$ cat config.mk
export PLATFORM = sky130hd
export DESIGN_NAME = rc4_prga_decryptor_flat
export DESIGN_NICKNAME = d
export VERILOG_FILES = /design/src/rtl/rc4_prga_decryptor_pkg.sv /design/src/rtl/rc4_prga_decryptor_if.sv /design/src/rtl/rc4_prga_decryptor_trap_edge.sv /design/src/rtl/rc4_prga_decryptor.sv /design/src/flat_wrapper.sv
export SDC_FILE = /design/constraint.sdc
export NUM_CORES = 1
export LEC_CHECK = 0
export CAP_MARGIN = 15
export CORE_UTILIZATION = 40
export DETAILED_ROUTE_END_ITERATION = 6
export HOLD_SLACK_MARGIN = 0.03
export PLACE_DENSITY_LB_ADDON = 0.3
export SYNTH_ARGS = -nofsm -noshare
export SYNTH_HDL_FRONTEND = slang
export SYNTH_SLANG_ARGS = --single-unit
$ cat constraint.sdc
create_clock -name clk -period 2.3 [get_ports clk]
set_input_delay 0.69 -clock clk [delete_from_list [all_inputs] [get_ports clk]]
set_output_delay 0.69 -clock clk [all_outputs]
set_load 0.05 [all_outputs]
$ cat src/rtl/rc4_prga_decryptor_pkg.sv
// Shared types and constants for the RC4 PRGA decryptor.
package rc4_pkg;

    typedef enum logic [3:0] {
        ST_IDLE,
        ST_RD_I,
        ST_WAIT_I,
        ST_GET_I,
        ST_WAIT_J,
        ST_GET_J,
        ST_WR_J,
        ST_RD_F,
        ST_WAIT_F,
        ST_GET_F,
        ST_WR_DEC,
        ST_NEXT
    } prga_state_t;

    localparam logic [7:0] CHAR_SPACE = 8'h20;
    localparam logic [7:0] CHAR_LO_A  = 8'h61;
    localparam logic [7:0] CHAR_LO_Z  = 8'h7A;

    function automatic logic is_text(input logic [7:0] b);
        return (b == CHAR_SPACE) ||
               ((b >= CHAR_LO_A) && (b <= CHAR_LO_Z));
    endfunction

endpackage

$ cat src/rtl/rc4_prga_decryptor_if.sv
// Memory-side bus of the decryptor: S RAM, encrypted ROM, result RAM.
interface rc4_prga_decryptor_if #(
    parameter int RAM_WIDTH      = 8,
    parameter int RAM_LENGTH     = 8,
    parameter int MSG_ADDR_WIDTH = 5
);
    logic [RAM_WIDTH-1:0]      ram_out;
    logic [RAM_LENGTH-1:0]     address;
    logic [RAM_WIDTH-1:0]      ram_in;
    logic                      write_enable;
    logic [MSG_ADDR_WIDTH-1:0] enc_address;
    logic [RAM_WIDTH-1:0]      enc_out;
    logic [MSG_ADDR_WIDTH-1:0] dec_address;
    logic [RAM_WIDTH-1:0]      dec_in;
    logic                      dec_write_enable;

    modport master (
        input  ram_out, enc_out,
        output address, ram_in, write_enable,
        output enc_address, dec_address, dec_in,
        output dec_write_enable
    );

    modport slave (
        output ram_out, enc_out,
        input  address, ram_in, write_enable,
        input  enc_address, dec_address, dec_in,
        input  dec_write_enable
    );
endinterface

$ cat src/rtl/rc4_prga_decryptor_trap_edge.sv
// Registered rising-edge detector; edge_o is a one-cycle pulse.
module trap_edge (
    input  logic clk,
    input  logic reset_n,
    input  logic level_i,
    output logic edge_o
);
    logic level_q;
    logic edge_q;

    always_ff @(posedge clk or negedge reset_n) begin
        if (!reset_n) begin
            level_q <= 1'b0;
            edge_q  <= 1'b0;
        end else begin
            level_q <= level_i;
            edge_q  <= level_i & ~level_q;
        end
    end

    assign edge_o = edge_q;
endmodule

$ cat src/rtl/rc4_prga_decryptor.sv
// RC4 PRGA: walks the S-box, XORs the keystream with the message ROM and
// writes plaintext to the result RAM, optionally aborting on non-text bytes.
module rc4_prga_decryptor
    import rc4_pkg::*;
#(
    parameter int RAM_WIDTH      = 8,
    parameter int RAM_LENGTH     = 8,
    parameter int MSG_LENGTH     = 32,
    parameter int MSG_ADDR_WIDTH = 5,
    parameter int CHECK_TEXT     = 1
) (
    input  logic clk,
    input  logic reset_n,
    input  logic start,
    output logic finished,
    output logic invalid,
    rc4_prga_decryptor_if.master mem
);
    localparam logic [MSG_ADDR_WIDTH-1:0] K_LAST =
        MSG_ADDR_WIDTH'(MSG_LENGTH - 1);

    prga_state_t state_q, state_d;

    logic [RAM_LENGTH-1:0]     i_q, i_d;
    logic [RAM_LENGTH-1:0]     j_q, j_d;
    logic [MSG_ADDR_WIDTH-1:0] k_q, k_d;
    logic [RAM_WIDTH-1:0]      si_q, si_d;
    logic [RAM_WIDTH-1:0]      sj_q, sj_d;

    logic [RAM_LENGTH-1:0]     address_q, address_d;
    logic [RAM_WIDTH-1:0]      ram_in_q, ram_in_d;
    logic                      we_q, we_d;
    logic [MSG_ADDR_WIDTH-1:0] enc_addr_q, enc_addr_d;
    logic [MSG_ADDR_WIDTH-1:0] dec_addr_q, dec_addr_d;
    logic [RAM_WIDTH-1:0]      dec_in_q, dec_in_d;
    logic                      dec_we_q, dec_we_d;
    logic                      finished_q, finished_d;
    logic                      invalid_q, invalid_d;

    logic start_edge;

    trap_edge u_trap_edge (
        .clk     (clk),
        .reset_n (reset_n),
        .level_i (start),
        .edge_o  (start_edge)
    );

    always_ff @(posedge clk or negedge reset_n) begin
        if (!reset_n) begin
            state_q    <= ST_IDLE;
            i_q        <= '0;
            j_q        <= '0;
            k_q        <= '0;
            si_q       <= '0;
            sj_q       <= '0;
            address_q  <= '0;
            ram_in_q   <= '0;
            we_q       <= 1'b0;
            enc_addr_q <= '0;
            dec_addr_q <= '0;
            dec_in_q   <= '0;
            dec_we_q   <= 1'b0;
            finished_q <= 1'b0;
            invalid_q  <= 1'b0;
        end else begin
            state_q    <= state_d;
            i_q        <= i_d;
            j_q        <= j_d;
            k_q        <= k_d;
            si_q       <= si_d;
            sj_q       <= sj_d;
            address_q  <= address_d;
            ram_in_q   <= ram_in_d;
            we_q       <= we_d;
            enc_addr_q <= enc_addr_d;
            dec_addr_q <= dec_addr_d;
            dec_in_q   <= dec_in_d;
            dec_we_q   <= dec_we_d;
            finished_q <= finished_d;
            invalid_q  <= invalid_d;
        end
    end

    // Each state's registered outputs are set on the edge leaving it, so
    // the memories see them during the following state.
    always_comb begin
        state_d    = state_q;
        i_d        = i_q;
        j_d        = j_q;
        k_d        = k_q;
        si_d       = si_q;
        sj_d       = sj_q;
        address_d  = address_q;
        ram_in_d   = ram_in_q;
        we_d       = 1'b0;
        enc_addr_d = enc_addr_q;
        dec_addr_d = dec_addr_q;
        dec_in_d   = dec_in_q;
        dec_we_d   = 1'b0;
        finished_d = 1'b0;
        invalid_d  = invalid_q;

        unique case (state_q)
            ST_IDLE: begin
                if (start_edge) begin
                    i_d       = '0;
                    j_d       = '0;
                    k_d       = '0;
                    invalid_d = 1'b0;
                    state_d   = ST_RD_I;
                end
            end
            ST_RD_I: begin
                i_d       = i_q + 1'b1;
                address_d = i_q + 1'b1;
                state_d   = ST_WAIT_I;
            end
            ST_WAIT_I: state_d = ST_GET_I;
            ST_GET_I: begin
                si_d      = mem.ram_out;
                j_d       = j_q + RAM_LENGTH'(mem.ram_out);
                address_d = j_q + RAM_LENGTH'(mem.ram_out);
                state_d   = ST_WAIT_J;
            end
            ST_WAIT_J: state_d = ST_GET_J;
            ST_GET_J: begin
                sj_d      = mem.ram_out;
                address_d = i_q;
                ram_in_d  = mem.ram_out;
                we_d      = 1'b1;
                state_d   = ST_WR_J;
            end
            ST_WR_J: begin
                address_d = j_q;
                ram_in_d  = si_q;
                we_d      = 1'b1;
                state_d   = ST_RD_F;
            end
            ST_RD_F: begin
                address_d  = RAM_LENGTH'(si_q) + RAM_LENGTH'(sj_q);
                enc_addr_d = k_q;
                state_d    = ST_WAIT_F;
            end
            ST_WAIT_F: state_d = ST_GET_F;
            ST_GET_F: begin
                dec_in_d   = mem.ram_out ^ mem.enc_out;
                dec_addr_d = k_q;
                state_d    = ST_WR_DEC;
            end
            ST_WR_DEC: begin
                dec_we_d = 1'b1;
                if ((CHECK_TEXT != 0) && !is_text(8'(dec_in_q))) begin
                    finished_d = 1'b1;
                    invalid_d  = 1'b1;
                    state_d    = ST_IDLE;
                end else begin
                    state_d = ST_NEXT;
                end
            end
            ST_NEXT: begin
                if (k_q < K_LAST) begin
                    k_d     = k_q + 1'b1;
                    state_d = ST_RD_I;
                end else begin
                    finished_d = 1'b1;
                    state_d    = ST_IDLE;
                end
            end
            default: state_d = ST_IDLE;
        endcase
    end

    assign finished             = finished_q;
    assign invalid              = invalid_q;
    assign mem.address          = address_q;
    assign mem.ram_in           = ram_in_q;
    assign mem.write_enable     = we_q;
    assign mem.enc_address      = enc_addr_q;
    assign mem.dec_address      = dec_addr_q;
    assign mem.dec_in           = dec_in_q;
    assign mem.dec_write_enable = dec_we_q;
endmodule

$ cat src/flat_wrapper.sv
// flat-port wrapper written by rule: the top's interface ports become plain ports
module rc4_prga_decryptor_flat import rc4_pkg::*;
#(
    parameter int RAM_WIDTH      = 8,
    parameter int RAM_LENGTH     = 8,
    parameter int MSG_LENGTH     = 32,
    parameter int MSG_ADDR_WIDTH = 5,
    parameter int CHECK_TEXT     = 1
)
  (clk, reset_n, start, finished, invalid, mem_ram_out, mem_enc_out, mem_address, mem_ram_in, mem_write_enable, mem_enc_address, mem_dec_address, mem_dec_in, mem_dec_write_enable);
  rc4_prga_decryptor_if #(.RAM_WIDTH(RAM_WIDTH), .RAM_LENGTH(RAM_LENGTH), .MSG_ADDR_WIDTH(MSG_ADDR_WIDTH)) mem_i ();
  input  logic clk;
  input  logic reset_n;
  input  logic start;
  output logic finished;
  output logic invalid;
  input wire logic [$bits(mem_i.ram_out)-1:0] mem_ram_out;
  input wire logic [$bits(mem_i.enc_out)-1:0] mem_enc_out;
  output wire logic [$bits(mem_i.address)-1:0] mem_address;
  output wire logic [$bits(mem_i.ram_in)-1:0] mem_ram_in;
  output wire logic [$bits(mem_i.write_enable)-1:0] mem_write_enable;
  output wire logic [$bits(mem_i.enc_address)-1:0] mem_enc_address;
  output wire logic [$bits(mem_i.dec_address)-1:0] mem_dec_address;
  output wire logic [$bits(mem_i.dec_in)-1:0] mem_dec_in;
  output wire logic [$bits(mem_i.dec_write_enable)-1:0] mem_dec_write_enable;
  assign mem_i.ram_out = mem_ram_out;
  assign mem_i.enc_out = mem_enc_out;
  assign mem_address = mem_i.address;
  assign mem_ram_in = mem_i.ram_in;
  assign mem_write_enable = mem_i.write_enable;
  assign mem_enc_address = mem_i.enc_address;
  assign mem_dec_address = mem_i.dec_address;
  assign mem_dec_in = mem_i.dec_in;
  assign mem_dec_write_enable = mem_i.dec_write_enable;
  rc4_prga_decryptor #(.RAM_WIDTH(RAM_WIDTH), .RAM_LENGTH(RAM_LENGTH), .MSG_LENGTH(MSG_LENGTH), .MSG_ADDR_WIDTH(MSG_ADDR_WIDTH), .CHECK_TEXT(CHECK_TEXT)) u_core (.clk(clk), .reset_n(reset_n), .start(start), .finished(finished), .invalid(invalid), .mem(mem_i));
endmodule
**After elaboration in Yosys (flattened, before gate mapping)**

Index checks and enable logic that the tools add are counted.

- Register bits after elaboration: 81
- Latch bits: 0
- RAM bits: 0
- Bits in read-only memories: 0
- Memories kept: 0

- Add/sub/neg operators: 4
- Multipliers: 0
- Div/mod/pow operators: 0
- $lt $le $gt $ge: 3
- Equal/unequal tests: 15
- Shift operators: 0
- Mux-type cells: 20
- Bitwise logic cells: 3
- Reductions and logical operators: 14

Operator list:

| kind | count |
|---|---|
| 4-bit case mux with 12 select lines | 1 |
| 8-bit case mux with 2 select lines | 3 |
| 8-bit case mux with 5 select lines | 1 |
| 8-bit adder | 2 |
| 4-bit by 3-bit equality test with 1-bit output, second input constant | 4 |
| 4-bit equality test, second input constant | 4 |
| 5-bit two-way mux | 2 |
| 5-bit case mux with 2 select lines | 1 |
| 2-bit nonzero test | 5 |
| 8-bit by 1-bit adder with 8-bit output, second input constant | 1 |
| 4-bit by 2-bit equality test with 1-bit output, second input constant | 2 |
| 8-bit by 6-bit equality test with 1-bit output, second input constant | 1 |
| 8-bit by 7-bit greater-or-equal comparator with 1-bit output, second input constant | 1 |
| 8-bit by 7-bit less-or-equal comparator with 1-bit output, second input constant | 1 |
| 4-bit two-way mux | 2 |
| 8-bit two-way mux | 1 |
| 8-bit bitwise XOR | 1 |
| 1-bit two-way mux | 7 |
| 3-bit AND reduction | 2 |
| 5-bit by 1-bit adder with 5-bit output, second input constant | 1 |
| 5-bit < comparator, second input constant | 1 |
| 5-bit nonzero test | 1 |
| 4-bit by 1-bit equality test with 1-bit output, second input constant | 1 |
| 4-bit logical NOT | 1 |
| 9 further kinds | 12 |

**Logic depth before layout (Yosys ltp)**

Gate-level depths: netlist (run 1).

- Depth after elaboration: 5
- Gate-level depth with buffers: 9
- Mapped depth without buffers: 9

**Modules after synthesis**

A second synthesis (run 1) with hierarchy kept.

- Cells, all modules: 502
- Area total of the unflattened synthesis: 4481.8 sq um

By module, submodules not included:

| module | times used | cells an instance | area each (sq um) |
|---|---|---|---|
| rc4_prga_decryptor | 1 | 499 | 4418.0 |
| trap_edge | 1 | 3 | 63.8 |

**Worst setup path before layout (run 1)**

OpenSTA, ideal clock, no wires.

- Kind: input port to flip-flop
- From: input port mem_ram_out[1]
- To: register u_core.address_q[7], in the netlist u_core.mem.address[7]
- Library setup time: 0.126 ns
- Data arrival time: 2.099 ns
- Data required time: 2.174 ns
- Path slack: 0.075 ns
- Stages: 7
- Buffers on the path: 0
- Cell sequence: ha_1 > a211oi_1 > nor2_1 > a41oi_1 > xnor2_1 > nor2_1 > o32a_1

- Word-level cells in the longest chain between the ends: 2

Ends and longest elaborated chain:

| what | RTL line | text |
|---|---|---|
| start, declared | flat_wrapper.sv:17 | `input wire logic [$bits(mem_i.ram_out)-1:0] mem_ram_out;` |
| 8-bit adder | rc4_prga_decryptor.sv:123 | `address_d = j_q + RAM_LENGTH'(mem.ram_out);` |
| 8-bit case mux with 5 select lines | rc4_prga_decryptor.sv:104 | `unique case (state_q)` |
| end signal, assigned | rc4_prga_decryptor.sv:73 | `address_q <= address_d;` |
| end, declared | rc4_prga_decryptor.sv:30 | `logic [RAM_LENGTH-1:0] address_q, address_d;` |

No other way between the ends.
A chain may end at the register's enable or synchronous reset.

**Worst setup path in the final report (run 1)**

- From: register u_core.address_q[5], in the netlist u_core.mem.address[5]
- To: output port mem_address[5]

RTL lines:

| what | RTL line | text |
|---|---|---|
| end, declared | flat_wrapper.sv:19 | `output wire logic [$bits(mem_i.address)-1:0] mem_address;` |

No word-level cell between the ends.

==> out/results.txt, run 1 <==
The flow ran to the end, and the final reports show no timing, DRC or antenna violations. STA puts the critical path data arrival time at 1.59 ns. The count of flip-flops with a built-in enable after synthesis came out at 0. For this block, the via count after detailed routing is 4029.

For the clock latency at the later pin of the worst-skew pair, the log shows 0.37 ns. A synthesized cell averages 9.004 um2. The logs give 0.2304 for the total track usage and 5754 um2 for the final cell area excluding filler cells. In the post-synthesis netlist, the biggest area contributors are sky130_fd_sc_hd__dfrtp_1 (45%), sky130_fd_sc_hd__a21oi_1 (5.9%), sky130_fd_sc_hd__nand2_1 (5.3%). The run gives 0 as the final max-slew violation count. The cell area that synthesis handed to floorplanning was 4493 um2. Setup repair after global routing left no endpoint under its margin. Power comes to 8.779 mW.

The switching share of power works out to 0.4749. The shortest clock period the worst path allows after layout works out to 2.275 ns. Dividing the detail-routed wire length by the instance count gives 16.93 um. The number of antenna diodes in the final layout is 0. The count of nets left with antenna violations once routing finished came out at 0.

Number of port buffers: 56. Along the worst path, the maximum fanout reaches 2. Yosys printed 0 warnings.

The most instantiated flip-flop cell in the synthesis netlist was sky130_fd_sc_hd__dfrtp_1. The final net count came out at 627. The worst-case headroom to the max-slew limit came out at 0.6575. On the worst path, the slowest cell contributes a delay of 0.82 ns.

The floorplan step defined a die boundary enclosing 11660 um2. The initial antenna violation count came out at 0. The first global-routing pass estimated 20.48 mm of wire. At the end of routability-driven placement, the weighted congestion stood at 0.8994. For this design, the sink count on the clock tree is 81. The HPWL reported at the end of detailed placement came out at 9.130 mm. The transition at the pin with the smallest max-transition slack was 0.5122 ns. The final critical-path share of the clock period was 0.9892. In this run the clock root is driven by a sky130_fd_sc_hd__clkbuf_8. The async set-reset flop share out of synthesis was 1.000; the number of placement rows was 38. The count of endpoints failing hold in the final timing report was 0; the number of placed I/O pins was 57.

The tools report the fmax as 0.4395 GHz. The tools report the internal power contribution as 4.610 mW. Area fraction of the dominant cell type after synthesis: 0.4511.

Number of vias per cell: 5.482. Critical path class: flop to primary output. The most area-hungry cell type in the Yosys netlist was sky130_fd_sc_hd__dfrtp_1. The max-capacitance violation count is 0, and the part of the total power dissipated in the clock network is 0.131.

For this design, the CTS-stage hold fixing added 0 buffers. Sequential group share of total power: 0.282. The number of synthesized register bits is 81, and the required arrival time at the worst endpoint is 1.61 ns. For the DRC violation count after routing, the log shows 0. Final instance count without filler cells: 735.

The number of buffers added by the clock tree synthesis step is 9, and the die span in x is 108.0 um. Post-synthesis net count: 536. The cell family contributing the most delay on the critical path is buffers and inverters. The die height was 108.0 um; the cell area power density was 1526 nW/um2. The level count of the clock H-tree is 3, and the initial core utilization is 0.4127. In this run the standard cell core region covers 10890 um2. TritonCTS built the clock tree. STA classifies the critical path endpoint as a primary output. In this run the power spent charging and discharging nets is 4.169 mW.

The netlist uses 47 different library cells. The clock passes through at most 2 buffers. For the count of routing violations after the opening detailed-route iteration, the log shows 168. Global routing finished with a remaining overflow of 0. Summed over all cells, the static leakage comes to 2.614 nW. Via count of the first global-routing pass: 3911. The layout overhead on the synthesized area was 28.07%.

The signal on the critical path passes through clkdlybuf4s50_1. For the share of power burned in combinational logic, the log shows 0.587. The worst IR drop on VDD came out at 735.8 uV. Summing all placed instances gives a cell area of 5461 um2.

Setup violations remaining at the end of the flow were counted as 0. The worst setup path is launched from a flop. The clock slew at the register clock pins of the worst setup and hold paths works out to 0.09 ns. In this run the worst hold path is classified as input pin to async pin.

Cell with the largest stage delay on the worst path: sky130_fd_sc_hd__clkdlybuf4s50_1. For the final routed database, the setup TNS stands at 0 ns. Across the routed clock network, the largest skew measured is 0.01845 ns. The worst-case hold slack was 0.2629 ns; the worst path buffer plus inverter count was 1.

The number of iterations in the first detailed-routing pass came out at 4. For the portion of the post-synthesis area used by sequential elements, the log shows 0.4511. Synthesis produced a netlist whose cell count is 499. After filler insertion, the fill cell instance count of the layout stands at 998. Entering global routing, the biggest net connects 49 pins.

The share of layout cells above drive strength 1 is 0.1613, and the final routed wirelength across all metal layers is 12.44 mm. Cell count after placement: 717.
-- logic make-up after synthesis --
| kind of cell | share of synthesized area |
|---|---|
| mux | 0.03453 |
| simple gates | 0.1874 |
| fa+ha+maj | 0.05347 |
| xor+xnor | 0.04873 |
| flops | 0.4511 |
| buf+inv | 0.02952 |
| compound gates | 0.1952 |
-- state kept, by name, summed over array words and instances (netlist names), 4 cells and up --
register and count:
u_core.i_q 8, u_core.j_q 8, u_core.mem.address 8, u_core.mem.dec_in 8
u_core.mem.ram_in 8, u_core.si_q 8, u_core.sj_q 8, u_core.k_q 5
u_core.mem.dec_address 5, u_core.mem.enc_address 5, u_core.state_q 4
-- cell type report --
| type | instances | area (um2) | share of cell area |
|---|---|---|---|
| Sequential cell | 81 | 2027 | 0.3522 |
| Timing Repair Buffer | 103 | 913.4 | 0.1587 |
| Clock buffer | 11 | 131.4 | 0.02283 |
| Tap cell | 140 | 175.2 | 0.03044 |
| Inverter | 10 | 37.54 | 0.006523 |
| Clock inverter | 5 | 80.08 | 0.01392 |
| Multi-Input combinational cell | 385 | 2390 | 0.4153 |
-- cell usage after synthesis (5+ instances only) --
cell type                  count
sky130_fd_sc_hd__o22ai_1       9
sky130_fd_sc_hd__xor2_1        7
sky130_fd_sc_hd__dfrtp_1      81
sky130_fd_sc_hd__nor2b_1      11
sky130_fd_sc_hd__nor2_1       60
sky130_fd_sc_hd__inv_1        10
sky130_fd_sc_hd__nand3_1      14
sky130_fd_sc_hd__nand2_1      64
sky130_fd_sc_hd__o31ai_1      11
sky130_fd_sc_hd__buf_2         7
sky130_fd_sc_hd__a21o_1        7
sky130_fd_sc_hd__a211oi_1      5
sky130_fd_sc_hd__buf_1         5
sky130_fd_sc_hd__o21ai_0      36
sky130_fd_sc_hd__clkbuf_1     11
sky130_fd_sc_hd__ha_1         16
sky130_fd_sc_hd__xnor2_1      18
sky130_fd_sc_hd__mux2_2       12
sky130_fd_sc_hd__a21oi_1      53
sky130_fd_sc_hd__and3_1        6
sky130_fd_sc_hd__nand2b_1     12
-- timing repair --
item,in CTS,in global routing
buffers inserted,2,0
pin swaps,3,0
gates resized for setup,13,13
setup endpoints to repair,12,10
endpoints found under the hold margin,0,0
-- final timing paths --
| kind | startpoint | end | slack, ns | cells after the start |
|---|---|---|---|---|
| setup / recovery | u_core.mem.address[5] | mem_address[5] | 0.02 | 1 |
| hold / removal | reset_n | u_core.mem.address[5] | 0.26 | 1 |
| setup reg to reg | u_core.si_q[0] | u_core.mem.address[6] | 0.14 | 9 |
| hold reg to reg | u_core.u_trap_edge.level_q | u_core.u_trap_edge.edge_o | 0.40 | 1 |
| max in group asynchronous | reset_n | u_core.mem.dec_in[4] | 1.40 | 2 |
| min in group clk | u_core.u_trap_edge.level_q | u_core.u_trap_edge.edge_o | 0.40 | 1 |
-- metrics by stage --
step	setup WS, ns	utilization
2_1_floorplan	0.07518	-
3_3_place_gp	-0.5494	0.5016
3_5_place_dp	-0.6142	0.5016
4_1_cts	0.001141	0.5233
5_1_grt	0.001275	0.5285
6_report	0.02486	0.5285
-- power by group through the flow --
| stage | Sequential, mW | Clock (mW) | Combinational (mW) |
|---|---|---|---|
| final | 2.48 | 1.15 | 5.15 |
| after global routing | 2.55 | 1.23 | 5.64 |
| after CTS | 2.46 | 1.17 | 5.08 |
| after detailed placement | 2.49 | 0 | 5.03 |
| after global placement | 2.47 | 0 | 4.94 |
| after floorplan | 3.10 | 0 | 2.72 |
-- placed cells by master (no fill, tap or decap), types with 7 or more instances in the layout --
cell	synthesis	layout
sky130_fd_sc_hd__dfrtp_1	81	81
sky130_fd_sc_hd__nand2_1	64	64
sky130_fd_sc_hd__nor2_1	60	59
sky130_fd_sc_hd__buf_4	0	55
sky130_fd_sc_hd__a21oi_1	53	53
sky130_fd_sc_hd__o21ai_0	36	35
sky130_fd_sc_hd__clkdlybuf4s50_1	0	31
sky130_fd_sc_hd__xnor2_1	18	18
sky130_fd_sc_hd__nand3_1	14	14
sky130_fd_sc_hd__ha_1	16	13
sky130_fd_sc_hd__nand2b_1	12	12
sky130_fd_sc_hd__mux2_2	12	12
sky130_fd_sc_hd__nor2b_1	11	11
sky130_fd_sc_hd__o31ai_1	11	11
sky130_fd_sc_hd__inv_1	10	10
sky130_fd_sc_hd__o22ai_1	9	9
sky130_fd_sc_hd__clkbuf_8	0	9
sky130_fd_sc_hd__dlygate4sd2_1	0	8
sky130_fd_sc_hd__dlymetal6s2s_1	0	8
sky130_fd_sc_hd__xor2_1	7	7
sky130_fd_sc_hd__a21o_1	7	7
-- metal layers --
metal / up-vias / GRT usage / part of all wire
met3: 16 / 0.04280 / 0.045
met1: 1950 / 0.3190 / 0.47
met5: - / 0 / 0
met4: 0 / 0.07241 / 0.017
li1: 1933 / - / -
met2: 130 / 0.3644 / 0.46
Power figures use the tool's default switching activity.
==> run 2, diff against run 1 <==
- HOLD_SLACK_MARGIN: 0.03 -> 0.05
==> results of run 2 <==
The final DEF is identical to that of run 1; final timing and power are the same.
